===== src/rtl/alu_pkg.sv =====
// Shared definitions for the ASCII command parser that feeds the 8-bit ALU:
// operator codes, character constants, parser state encoding and helpers.
package alu_pkg;

  localparam logic [7:0] OP_ADD   = 8'h2B;
  localparam logic [7:0] OP_SUB   = 8'h2D;
  localparam logic [7:0] OP_MUL   = 8'h2A;
  localparam logic [7:0] OP_DIV   = 8'h2F;
  localparam logic [7:0] OP_AND   = 8'h26;
  localparam logic [7:0] OP_OR    = 8'h7C;

  localparam logic [7:0] CH_SPACE = 8'h20;
  localparam logic [7:0] CH_ZERO  = 8'h30;
  localparam logic [7:0] CH_NINE  = 8'h39;
  localparam logic [7:0] CH_MINUS = 8'h2D;

  typedef enum logic [2:0] {
    S_A_START,
    S_A_NEG,
    S_A_DIG,
    S_B_START,
    S_B_NEG,
    S_B_DIG,
    S_ISSUE,
    S_ERROR
  } parser_state_e;

  function automatic logic is_operator(input logic [7:0] ch);
    return (ch == OP_ADD) || (ch == OP_SUB) || (ch == OP_MUL) ||
           (ch == OP_DIV) || (ch == OP_AND) || (ch == OP_OR);
  endfunction

  function automatic logic is_digit(input logic [7:0] ch);
    return (ch >= CH_ZERO) && (ch <= CH_NINE);
  endfunction

endpackage


===== src/rtl/alu_cmd_parser_dec_accumulator.sv =====
// Decimal magnitude accumulator shared by both operands; flags values that
// would leave the signed 8-bit range (127 positive, 128 negative).
module dec_accumulator (
  input  logic       clock,
  input  logic       reset,
  input  logic [3:0] digit,
  input  logic       load,
  input  logic       step,
  input  logic       clear,
  input  logic       sign,
  output logic [7:0] magnitude,
  output logic       range_err
);

  logic [9:0]  acc;
  logic [10:0] acc_next;
  logic [10:0] limit;

  // range_err is not gated by step so the parser's step decision never loops back through it
  always_comb begin
    acc_next  = 11'(acc) * 11'd10 + {7'd0, digit};
    limit     = sign ? 11'd128 : 11'd127;
    range_err = (acc_next > limit);
  end

  always_ff @(posedge clock or negedge reset) begin
    if (!reset) begin
      acc <= '0;
    end else if (clear) begin
      acc <= '0;
    end else if (load) begin
      acc <= {6'd0, digit};
    end else if (step && !range_err) begin
      acc <= acc_next[9:0];
    end
  end

  assign magnitude = acc[7:0];

endmodule


===== src/rtl/alu_cmd_parser.sv =====
// ASCII command parser "<A><op><B>=" presenting operands/operator to the ALU.
// Define ALU_CMD_PARSER_DIVZERO_EN to reject division by zero as a parse error.
module alu_cmd_parser
  import alu_pkg::*;
#(
  parameter logic [7:0] TERM_CHAR   = 8'h3D,
  parameter logic [7:0] ABORT_CHAR  = 8'h1B,
  parameter logic [7:0] RESYNC_CHAR = 8'h0A
) (
  input  logic       clock,
  input  logic       reset,
  input  logic [7:0] rx_data,
  input  logic       rx_valid,
  output logic       rx_ready,
  output logic [7:0] data_a,
  output logic [7:0] data_b,
  output logic [7:0] operation,
  output logic       cmd_valid,
  input  logic       cmd_ready,
  output logic       parse_error
);

  parser_state_e state, state_next;
  logic          accept;
  logic          sign;
  logic          acc_load, acc_step, acc_clear, sign_set;
  logic          lat_a, lat_b, err_set;
  logic [7:0]    magnitude;
  logic          range_err;
  logic [7:0]    signed_val;

  assign rx_ready   = (state != S_ISSUE);
  assign cmd_valid  = (state == S_ISSUE);
  assign accept     = rx_valid && rx_ready;
  assign signed_val = sign ? (~magnitude + 8'd1) : magnitude;

  dec_accumulator u_acc (
    .clock     (clock),
    .reset     (reset),
    .digit     (rx_data[3:0]),
    .load      (acc_load),
    .step      (acc_step),
    .clear     (acc_clear),
    .sign      (sign),
    .magnitude (magnitude),
    .range_err (range_err)
  );

  always_ff @(posedge clock or negedge reset) begin
    if (!reset) begin
      state       <= S_A_START;
      sign        <= 1'b0;
      data_a      <= '0;
      data_b      <= '0;
      operation   <= '0;
      parse_error <= 1'b0;
    end else begin
      state       <= state_next;
      parse_error <= err_set;
      if (acc_clear)     sign <= 1'b0;
      else if (sign_set) sign <= 1'b1;
      if (lat_a) begin
        data_a    <= signed_val;
        operation <= rx_data;
      end
      if (lat_b) data_b <= signed_val;
    end
  end

  always_comb begin
    state_next = state;
    acc_load   = 1'b0;
    acc_step   = 1'b0;
    acc_clear  = 1'b0;
    sign_set   = 1'b0;
    lat_a      = 1'b0;
    lat_b      = 1'b0;
    err_set    = 1'b0;
    if (state == S_ISSUE) begin
      if (cmd_ready) state_next = S_A_START;
    end else if (accept) begin
      if (rx_data == ABORT_CHAR) begin
        state_next = S_A_START;
        acc_clear  = 1'b1;
      end else if (state == S_ERROR) begin
        if ((rx_data == TERM_CHAR) || (rx_data == RESYNC_CHAR)) state_next = S_A_START;
      end else if (rx_data != CH_SPACE) begin
        case (state)
          S_A_START, S_B_START: begin
            if (is_digit(rx_data)) begin
              acc_load = 1'b1;
              if (state == S_A_START) state_next = S_A_DIG;
              else                    state_next = S_B_DIG;
            end else if (rx_data == CH_MINUS) begin
              sign_set = 1'b1;
              if (state == S_A_START) state_next = S_A_NEG;
              else                    state_next = S_B_NEG;
            end else begin
              state_next = S_ERROR;
            end
          end
          S_A_NEG, S_B_NEG: begin
            if (is_digit(rx_data)) begin
              acc_load = 1'b1;
              if (state == S_A_NEG) state_next = S_A_DIG;
              else                  state_next = S_B_DIG;
            end else begin
              state_next = S_ERROR;
            end
          end
          S_A_DIG: begin
            if (is_digit(rx_data)) begin
              acc_step = 1'b1;
              if (range_err) state_next = S_ERROR;
            end else if (is_operator(rx_data)) begin
              lat_a      = 1'b1;
              acc_clear  = 1'b1;
              state_next = S_B_START;
            end else begin
              state_next = S_ERROR;
            end
          end
          S_B_DIG: begin
            if (is_digit(rx_data)) begin
              acc_step = 1'b1;
              if (range_err) state_next = S_ERROR;
            end else if (rx_data == TERM_CHAR) begin
`ifdef ALU_CMD_PARSER_DIVZERO_EN
              if ((operation == OP_DIV) && (magnitude == '0)) begin
                state_next = S_ERROR;
              end else begin
                lat_b      = 1'b1;
                acc_clear  = 1'b1;
                state_next = S_ISSUE;
              end
`else
              lat_b      = 1'b1;
              acc_clear  = 1'b1;
              state_next = S_ISSUE;
`endif
            end else begin
              state_next = S_ERROR;
            end
          end
          default: state_next = S_ERROR;
        endcase
      end
      // Entering the error state abandons the partial operand and raises the pulse once
      if ((state_next == S_ERROR) && (state != S_ERROR)) begin
        err_set   = 1'b1;
        acc_clear = 1'b1;
      end
    end
  end

endmodule

===== config.mk =====
export PLATFORM = sky130hd
export DESIGN_NAME = alu_cmd_parser
export DESIGN_NICKNAME = d
export VERILOG_FILES = /design/src/rtl/alu_pkg.sv /design/src/rtl/alu_cmd_parser_dec_accumulator.sv /design/src/rtl/alu_cmd_parser.sv
export SDC_FILE = /design/constraint.sdc
export NUM_CORES = 1
export LEC_CHECK = 0
export CORE_MARGIN = 2
export CORE_UTILIZATION = 60
export DETAILED_ROUTE_END_ITERATION = 6
export MAX_ROUTING_LAYER = met4
export PLACE_DENSITY_LB_ADDON = 0.08
export SLEW_MARGIN = 20
export SYNTH_ARGS = -nofsm -noshare
export SYNTH_HDL_FRONTEND = slang
export SYNTH_SLANG_ARGS = --single-unit

===== constraint.sdc =====
create_clock -name clock -period 6 [get_ports clock]
set_input_delay 1.2 -clock clock [delete_from_list [all_inputs] [get_ports clock]]
set_output_delay 1.2 -clock clock [all_outputs]
set_load 0.01 [all_outputs]

# [Yosys cells after proc, flatten, opt, wreduce, memory -nomap -nowiden]
# Index checks and enable logic that the tools add are counted.
[op_classes] add_sub_neg=2 mul=1 magnitude_cmp=3 eq_ne=21 muxes=75 bitwise_logic=1 n_reduce_logical=20
[ops] op="$mux 3" n=19
[ops] op="$mux 1" n=49
[ops] op="$eq 8x6->1 const B" n=6
[ops] op="$mux 10" n=3
[ops] op="$mux 8" n=2
[ops] op="$eq 3x3->1 const B" n=5
[ops] op="$pmux 3 s4" n=1
[ops] op="$add 11x4->11" n=1
[ops] op="$gt 11x11->1" n=1
[ops] op="$mul 10x3->10 const B" n=1
[ops] op="$add 8x1->8 const B" n=1
[ops] op="$eq 8x4->1 const B" n=1
[ops] op="$eq 8x5->1 const B" n=1
[ops] op="$eq 8x7->1 const B" n=1
[ops] op="$ge 8x6->1 const B" n=1
[ops] op="$le 8x6->1 const B" n=1
[ops] op="$ne 8x6->1 const B" n=1
[ops] op="$not 8->8" n=1
[ops] op="$eq 3x2->1 const B" n=2
[ops] op="$logic_or 1x1->1" n=6
[ops] op="$ne 3x3->1 const B" n=2
[ops] op="$reduce_or 2->1" n=3
[ops] op="$logic_and 1x1->1" n=4
[ops] op="$reduce_bool 2->1" n=2
[ops] op="8 further kinds" n=8
[word_totals] ff_bits=39 in_bits=12 out_inout_bits=27 word_cells=130

# [Logic depth before layout (Yosys ltp)]
# Gate-level depths: netlist of run 1.
[logic_depth] word_depth=20 ltp_mapped=16 mapped_depth_nobuf=16

# [Hierarchy]
# A second synthesis of run 1 with hierarchy kept.
[unflattened] cells_unflattened=307 area_unflattened_um2=3138.0
[modules_own_cells] module="alu_cmd_parser" instances=1 cells_each=166 area_each_um2=1799.2 seq_area_each_um2=725.7
[modules_own_cells] module="dec_accumulator" instances=1 cells_each=141 area_each_um2=1338.8 seq_area_each_um2=250.2

# [Worst setup path before layout of run 1]
# No wires, ideal clock.
[synth_timing] path_kind="in2reg" startpoint="input port rx_data[2]" endpoint="register u_acc.acc[0]" setup_time_ns=0.120 t_arrival_ns=4.061 t_required_ns=5.880 setup_slack_ns=1.819 path_stages=13 n_path_buf=0 path_cell_list="ha_1 > a21oi_1 > a2bb2oi_1 > nor2_1 > xor2_1 > ha_1 > a2111oi_0 > a21oi_1 > or4_1 > o311ai_1 > o21a_2 > a211oi_1 > a31o_1"
[synth_via] elab_chain_cells=20 elab_cells_between_ends=67 cone_classes="add/sub: 1; order compare: 3; eq/ne: 11; mux: 41; reduce/logical: 11"
[synth_lines] element="start: declaration" line="alu_cmd_parser.sv:12" source="input logic [7:0] rx_data,"
[synth_lines] element="branches (longest 20 deep; another with $add 11x4->11)"
[synth_lines] element="end signal: assignment" line="alu_cmd_parser_dec_accumulator.sv:32" source="acc <= {6'd0, digit};"
[synth_lines] element="end signal: assignment" line="alu_cmd_parser_dec_accumulator.sv:34" source="acc <= acc_next[9:0];"
[synth_lines] element="end: declaration" line="alu_cmd_parser_dec_accumulator.sv:15" source="logic [9:0] acc;"
# Several ways; the timed one is not identified. The select of a mux whose other input is x is not followed.
# A chain may end at the register's enable or synchronous reset.

# [Worst setup path after layout of run 1]
[layout_timing] startpoint="input port rx_data[1]" endpoint="register u_acc.acc[0]"
# The elaborated chain is that of the path after synthesis.

==> impl_metrics.py, run 1 <==
metrics = {
    "outcome": {
        "outcome": "finished, final reports clean",
    },
    "final_layout": {
        "layout-drive-gt1-share": 0.0899,
        "area.growth.synth_to_final_pct": 18.3,
        "multi_input_comb_area_mm2": 0.00191,
        "num_antenna_cells": 0,
        "fillers": 363,
        "postLayoutCellArea_mm2": 0.00352,
        "instances_no_fill": 434,
        "ff_latch_area_um2": 976,
        "finish.net_count": 405,
    },
    "grt": {
        "grt_start_max_net_pins": 40,
        "first_global_vias": 2574,
        "grt_pass1_wl_mm": 11.6,
        "grt-ovfl-total": 0,
        "grt_use_total": 0.279,
        "grt_antenna_before_repair": 0,
    },
    "floorplanning": {
        "design.portCount": 39,
        "design.core.area_mm2": 0.00475,
        "die_y_um": 74.4,
        "floorplan.initialDensity": 0.626,
        "rows": 25,
        "die_width_um": 74.4,
        "design.die.area_mm2": 0.00554,
    },
    "clock_tree": {
        "clock_tree.root_cell": "sky130_fd_sc_hd__clkbuf_8",
        "htree_num_levels": 2,
        "clk_pin_slew_worst_paths_ns": 0.08,
        "clock_tree_from_tritoncts": "built",
        "cts_made_buffers": 5,
        "clk-insertion-delay-late_ns": 0.30,
        "clk_path_buf_depth": 2,
        "num_clock_sinks": 39,
        "cts-hold-fix-buffers": 0,
        "cts.repair_timing.setup_buffer_count": 0,
        "cts.repair.resized": 0,
    },
    "worst_setup_path": {
        "critical_path.max_stage_delay_ns": 0.58,
        "worstPathCellList": "clkdlybuf4s50_1, ha_1, a21oi_1, a2bb2oi_1, nor2_1, xor2_1, ha_1, a2111oi_0, a21oi_1, or4_1, o311ai_1, o21a_2, a211oi_1, a31o_1",
        "worst_setup_path_endpoint": "u_acc.acc[0]",
        "cp-startpoint": "rx_data[1]",
        "worstPathMaxFanout": 10,
        "timing.critical_path.required_ns": 6.20,
        "reg2reg_slack_ns": 1.79,
        "cp-end-kind": "flop",
        "worstRegToRegCells": 14,
        "timing.rr.start": "u_acc.acc[1]",
        "cp.arrival_ns": 4.98,
        "critical_path.reg2reg.endpoint": "u_acc.acc[0]",
        "startpoint_to_endpoint_class_of_the_critical_path": "in -> reg",
        "critical-path-slowest-cell": "sky130_fd_sc_hd__clkdlybuf4s50_1",
        "worst_setup_path_start_kind": "primary input",
    },
    "power": {
        "power.density_mw_per_mm2": 278,
        "leakage_nw": 1.66,
        "ir_worst_vdd_mv": 0.243,
    },
    "drt": {
        "drc": 0,
        "drt_iter0_drc": 129,
        "detailroute.via_count": 2638,
        "routed_via_density": 6.08,
        "finalWirelength_mm": 6.76,
        "routed_length_per_placed_instance_um": 15.6,
        "drt.antenna.violating_nets": 0,
        "drt_pass1_iterations": 4,
    },
    "timing": {
        "worstMarginPinSlew_ns": 0.924,
        "hold_viol_final": 0,
        "fmax_mhz": 209,
        "totalNegativeSetupSlack_ns": 0,
        "fin_worst_hold_slack_ns": 0.468,
        "timing.max_slew.rel_slack": 0.381,
        "post-route-period-util": 0.797,
        "final_worst_clock_skew_ns": 0.0103,
        "grt_setup_unrepaired": "no",
        "setup_violations": 0,
        "period_minus_slack_ns": 4.78,
        "maxSlewViolCount": 0,
    },
    "yosys": {
        "netlist_area_mm2": 0.00297,
        "cell_type_contributing_the_most_total_cell_area_after_synthesis": "sky130_fd_sc_hd__dfrtp_1",
        "synthDistinctLibCells": 65,
        "syn_area_per_cell_um2": 9.04,
        "postSynthRegisterBits": 39,
        "syn-num-nets": 368,
        "ys_dominant_reg_cell": "sky130_fd_sc_hd__dfrtp_1",
        "synth-edff-count": 0,
        "synth.area.top_cells": "sky130_fd_sc_hd__dfrtp_1 33%, sky130_fd_sc_hd__ha_1 11%, sky130_fd_sc_hd__nand2_1 4.4%, sky130_fd_sc_hd__nor2_1 4.3%, sky130_fd_sc_hd__a21oi_1 3.5%",
        "synth_sequential_area_ratio": 0.328,
        "yosys.area.top_type_share": 0.328,
        "synth-warning-count": 0,
        "postSynthCellCount": 329,
        "post_synthesis_async_set_or_reset_flop_share": 1.00,
    },
    "placed_design": {
        "port_buffers": 38,
        "post_dp_cell_area_mm2": 0.00341,
        "gp_routability_congestion": 0.915,
        "post-place-cells": 426,
        "dpl.hpwl_mm": 5.13,
    },
    "worst_hold_path": {
        "hold_class": "reg -> reg",
        "hp-start": "operation[5]",
    },
    "job": {
        "max-cap-violations": 0,
    },
}
## synth_stat cells, drive strengths merged, types with 3 or more instances
| cell | n |
|---|---|
| a31oi | 7 |
| nand2b | 5 |
| inv | 13 |
| a211o | 4 |
| or2 | 3 |
| and2 | 4 |
| ha | 25 |
| dfrtp | 39 |
| nor2b | 3 |
| nor3b | 4 |
| xor2 | 5 |
| mux2i | 8 |
| nand4 | 8 |
| a21oi | 21 |
| nor4 | 3 |
| nor2 | 34 |
| o21ai | 16 |
| o21a | 5 |
| nand2 | 36 |
| xnor2 | 11 |
| o22ai | 3 |
| nor3 | 3 |
| mux2 | 7 |
| a211oi | 5 |
| a2111oi | 3 |
| clkbuf | 8 |
| o31ai | 5 |
| nand3 | 6 |
## layer usage
layer  share of wire  wire length, um  up-vias  GRT usage
met5               0                0        -          -
met4           0.019              131        0     0.0933
met3           0.038              258       12     0.0447
met2            0.51             3430       66      0.470
met1            0.43             2940     1255      0.340
li1                -                -     1305          -
## registers in the layout, summed over array words and instances (netlist names)
signal	flops
operation	8
u_acc.acc	10
parse_error	1
data_a	8
sign	1
data_b	8
state	3
## where the power goes
part,switching (W),internal (W)
combinational,0.000231,0.000175
sequential,0.0000601,0.000290
clock,0.0000985,0.000124
total,0.000390,0.000588
## placed cells by master, fill, tap and decap left out, types with 8 or more instances in the layout
master	count
sky130_fd_sc_hd__mux2i_1	8
sky130_fd_sc_hd__inv_1	13
sky130_fd_sc_hd__nand4_1	8
sky130_fd_sc_hd__nor2_1	34
sky130_fd_sc_hd__xnor2_1	11
sky130_fd_sc_hd__o21ai_0	15
sky130_fd_sc_hd__dfrtp_1	39
sky130_fd_sc_hd__a21oi_1	21
sky130_fd_sc_hd__nand2_1	35
sky130_fd_sc_hd__ha_1	25
sky130_fd_sc_hd__clkdlybuf4s50_1	37
## area by class of cell
class                   instances  area share
multi-input cells             268       0.544
clock buffers                   5      0.0196
repair buffers                 39       0.109
clock inverters                 3      0.0124
inverters                      13      0.0139
flip-flops and latches         39       0.277
well taps                      67      0.0238
## worst max-delay path, delay by kind of cell
| kind | cells | cell delay [ns] |
|---|---|---|
| adders and majority gates | 2 | 0.62 |
| buffers and inverters | 1 | 0.58 |
| and+or+nand+nor | 2 | 0.63 |
| AOI/OAI and AO/OA | 8 | 1.74 |
| xor gates and xnor gates | 1 | 0.21 |
## logic make-up after synthesis
kind of cell | count (synthesis) | share of synthesized area
adder cells (fa/ha/maj) | 27 | 0.119
AND/OR/NAND/NOR | 124 | 0.226
multiplexers | 15 | 0.0534
buffers and inverters | 22 | 0.0282
XOR/XNOR | 16 | 0.0471
flip-flops | 39 | 0.328
AO/OA/AOI/OAI | 86 | 0.198
## worst min-delay path by stage
stage	end	slack [ns]	cells after the start
CTS	operation[5]	0.47	1
detailed placement	operation[5]	0.45	1
finish	operation[5]	0.47	1
global placement	operation[5]	0.45	1
floorplan	u_acc.acc[8]	0.47	2
global route	operation[5]	0.49	1
## per-stage QoR
step                       util  power (W)  worst slack [ns]
after floorplan               -   0.000631              1.82
after global placement    0.716   0.000748              1.05
after detailed placement  0.716   0.000757             0.850
after CTS                 0.740   0.000981              1.19
after global routing      0.740    0.00105             0.854
final                     0.740   0.000978              1.22
(Power assumes the default switching activity.)
==> inputs of run 2 (changes only) <==
--- a/config.mk
+++ b/config.mk
@@ -6,7 +6,7 @@
 export NUM_CORES = 1
 export LEC_CHECK = 0
 export CORE_MARGIN = 2
-export CORE_UTILIZATION = 60
+export CORE_UTILIZATION = 50
 export DETAILED_ROUTE_END_ITERATION = 6
 export MAX_ROUTING_LAYER = met4
 export PLACE_DENSITY_LB_ADDON = 0.08
==> constraint.sdc (replaced) <==
create_clock -name clock -period 4.2 [get_ports clock]
set_input_delay 0.84 -clock clock [delete_from_list [all_inputs] [get_ports clock]]
set_output_delay 0.84 -clock clock [all_outputs]
set_load 0.01 [all_outputs]
==> run 2 against run 1 <==
Register-to-register slack worse by 1.6 ns. Total power is 44% higher. Final area is 5.4% higher. Die area is 19% higher. Hold slack better by 0.0039 ns. Wire length is 6.4% higher. First-iteration DRC count is 16% lower. Critical path depth is 2 higher. Via count is 0.11% higher. Critical path type unchanged. Largest cell class unchanged.
==> impl_metrics.py, run 2 (synthesis gave the netlist of run 1 again) <==
metrics = {
    "outcome": {
        "outcome": "finished, final reports clean",
    },
    "power": {
        "power.density_mw_per_mm2": 381,
        "finalPower_w": 0.00141,
        "cellInternalPower_w": 0.000838,
        "clockPowerShare": 0.180,
        "ir_worst_vdd_mv": 0.325,
        "sw_frac_of_total": 0.406,
        "leakage_nw": 1.77,
        "total_switching_power_w": 0.000574,
        "p_comb_frac": 0.471,
        "seqPwrFrac": 0.349,
    },
    "placed_design": {
        "gp_routability_congestion": 0.860,
        "placement.setup.worst_slack_ns": -0.239,
        "dpl.hpwl_mm": 5.51,
        "port_buffers": 38,
    },
    "final_layout": {
        "largest_register_ffs": 10,
        "area.growth.synth_to_final_pct": 24.7,
        "finish.utilization": 0.634,
        "layout-drive-gt1-share": 0.159,
        "mostFrequentLayoutCells": "38 x sky130_fd_sc_hd__dfrtp_1, 36 x sky130_fd_sc_hd__clkdlybuf4s50_1, 35 x sky130_fd_sc_hd__nand2_1",
        "largest_register": "u_acc.acc",
        "num_antenna_cells": 0,
        "finish.net_count": 428,
        "layout_commonest_cell": "sky130_fd_sc_hd__dfrtp_1",
        "fillers": 504,
    },
    "timing": {
        "totalNegativeSetupSlack_ns": 0,
        "final.setup.worst_slack_ns": 0.223,
        "period_minus_slack_ns": 3.98,
        "timing.max_slew.rel_slack": 0.390,
        "post-route-period-util": 0.947,
        "setup_violations": 0,
        "hold_viol_final": 0,
        "maxSlewViolCount": 0,
        "worstMarginPinSlew_ns": 0.914,
        "fin_worst_hold_slack_ns": 0.472,
        "final_worst_clock_skew_ns": 0.00505,
        "fmax_mhz": 251,
        "grt_setup_unrepaired": "yes",
    },
    "floorplanning": {
        "design.portCount": 39,
        "design.core.area_mm2": 0.00585,
        "floorplan.initialDensity": 0.508,
        "die_y_um": 81.1,
        "die_width_um": 81.1,
        "design.die.area_mm2": 0.00658,
        "rows": 28,
    },
    "clock_tree": {
        "htree_num_levels": 2,
        "clk_path_buf_depth": 2,
        "cts.repair_timing.setup_buffer_count": 0,
        "num_clock_sinks": 39,
        "clock_tree_from_tritoncts": "built",
        "cts_made_buffers": 5,
        "clk-insertion-delay-late_ns": 0.29,
        "cts.repair.resized": 0,
        "clk_pin_slew_worst_paths_ns": 0.08,
        "cts-hold-fix-buffers": 0,
        "clock_tree.root_cell": "sky130_fd_sc_hd__clkbuf_8",
    },
    "worst_setup_path": {
        "worstPathMaxFanout": 10,
        "timing.critical_path.required_ns": 4.39,
        "worst_setup_path_start_kind": "primary input",
        "cp-end-kind": "flop",
        "cp.arrival_ns": 4.16,
        "startpoint_to_endpoint_class_of_the_critical_path": "in -> reg",
    },
    "drt": {
        "finalWirelength_mm": 7.19,
        "drt_iter0_drc": 108,
        "drt.antenna.violating_nets": 0,
        "routed_length_per_placed_instance_um": 15.5,
        "drt_pass1_iterations": 4,
        "detailroute.via_count": 2641,
        "drc": 0,
        "routed_via_density": 5.68,
    },
    "grt": {
        "grt_pass1_wl_mm": 11.7,
        "first_global_vias": 2498,
        "grt_use_total": 0.238,
        "grt-ovfl-total": 0,
        "grt_antenna_before_repair": 0,
        "grt_start_max_net_pins": 40,
    },
    "job": {
        "max-cap-violations": 0,
    },
    "worst_hold_path": {
        "hold_class": "reg -> reg",
    },
}
run 2: cell count changes in the layout (fill, tap and decap cells not counted), sizes merged:
cell / change
buf: +23
bufinv: -1
clkbuf: +1
clkdlybuf4s50: -1
clkinv: -1
clkinvlp: +1
dlymetal6s2s: +1
run 2: worst paths after layout:
check	from	endpoint	cells after the start	slack [ns]
min in group asynchronous	reset	u_acc.acc[9]	1	0.68
worst max-delay path	rx_data[2]	u_acc.acc[0]	16	0.22
worst max register to register	u_acc.acc[3]	u_acc.acc[0]	16	0.24
worst min-delay path	operation[5]	operation[5]	1	0.47
max in group asynchronous	reset	u_acc.acc[3]	1	2.90
worst min register to register	operation[5]	operation[5]	1	0.47
run 2: worst max-delay path: stages:
cell                              delay, ns
sky130_fd_sc_hd__clkdlybuf4s50_1       0.44
sky130_fd_sc_hd__buf_4                 0.19
sky130_fd_sc_hd__fa_1                  0.47
sky130_fd_sc_hd__a21o_1                0.19
sky130_fd_sc_hd__nand4_1               0.16
sky130_fd_sc_hd__xnor2_1               0.17
sky130_fd_sc_hd__ha_1                  0.28
sky130_fd_sc_hd__nor2_1                0.09
sky130_fd_sc_hd__a31oi_1               0.05
sky130_fd_sc_hd__nor2_1                0.09
sky130_fd_sc_hd__a21oi_1               0.07
sky130_fd_sc_hd__or4_1                 0.53
sky130_fd_sc_hd__o311ai_1              0.11
sky130_fd_sc_hd__o21a_2                0.21
sky130_fd_sc_hd__a211oi_1              0.08
sky130_fd_sc_hd__a31o_1                0.20
run 2: through the flow:
| stage | area (um2) | cells |
|---|---|---|
| final | 3710 | 465 |
| after global placement | 3590 | 457 |
| after global routing | 3710 | 465 |
| after floorplan | 2970 | 329 |
| after CTS | 3670 | 465 |
| after detailed placement | 3590 | 457 |
run 2: area by class of cell:
| class | instances | area [um2] | area share |
|---|---|---|---|
| repair buffers | 62 | 558 | 0.151 |
| inverters | 13 | 48.8 | 0.0132 |
| clock buffers | 6 | 72.6 | 0.0196 |
| multi-input cells | 268 | 1940 | 0.524 |
| well taps | 75 | 93.8 | 0.0253 |
| flip-flops and latches | 39 | 977 | 0.264 |
| clock inverters | 2 | 12.5 | 0.00337 |
run 2: power by group through the flow:
stage / sequential (W) / clock [W] / combinational, W
5_1_grt: 0.000501 / 0.000276 / 0.000742
3_5_place_dp: 0.000500 / 0 / 0.000652
2_1_floorplan: 0.000462 / 0 / 0.000439
4_1_cts: 0.000493 / 0.000259 / 0.000656
3_3_place_gp: 0.000501 / 0 / 0.000646
6_report: 0.000492 / 0.000255 / 0.000665
run 2: routing by layer:
layer / wire length, um / part of all wire / GRT usage / vias to the layer above
met5: 0 / 0 / - / -
met4: 89 / 0.012 / 0.0678 / 0
met3: 177 / 0.025 / 0.0400 / 7
met2: 3560 / 0.50 / 0.402 / 42
met1: 3360 / 0.47 / 0.293 / 1253
li1: - / - / - / 1339
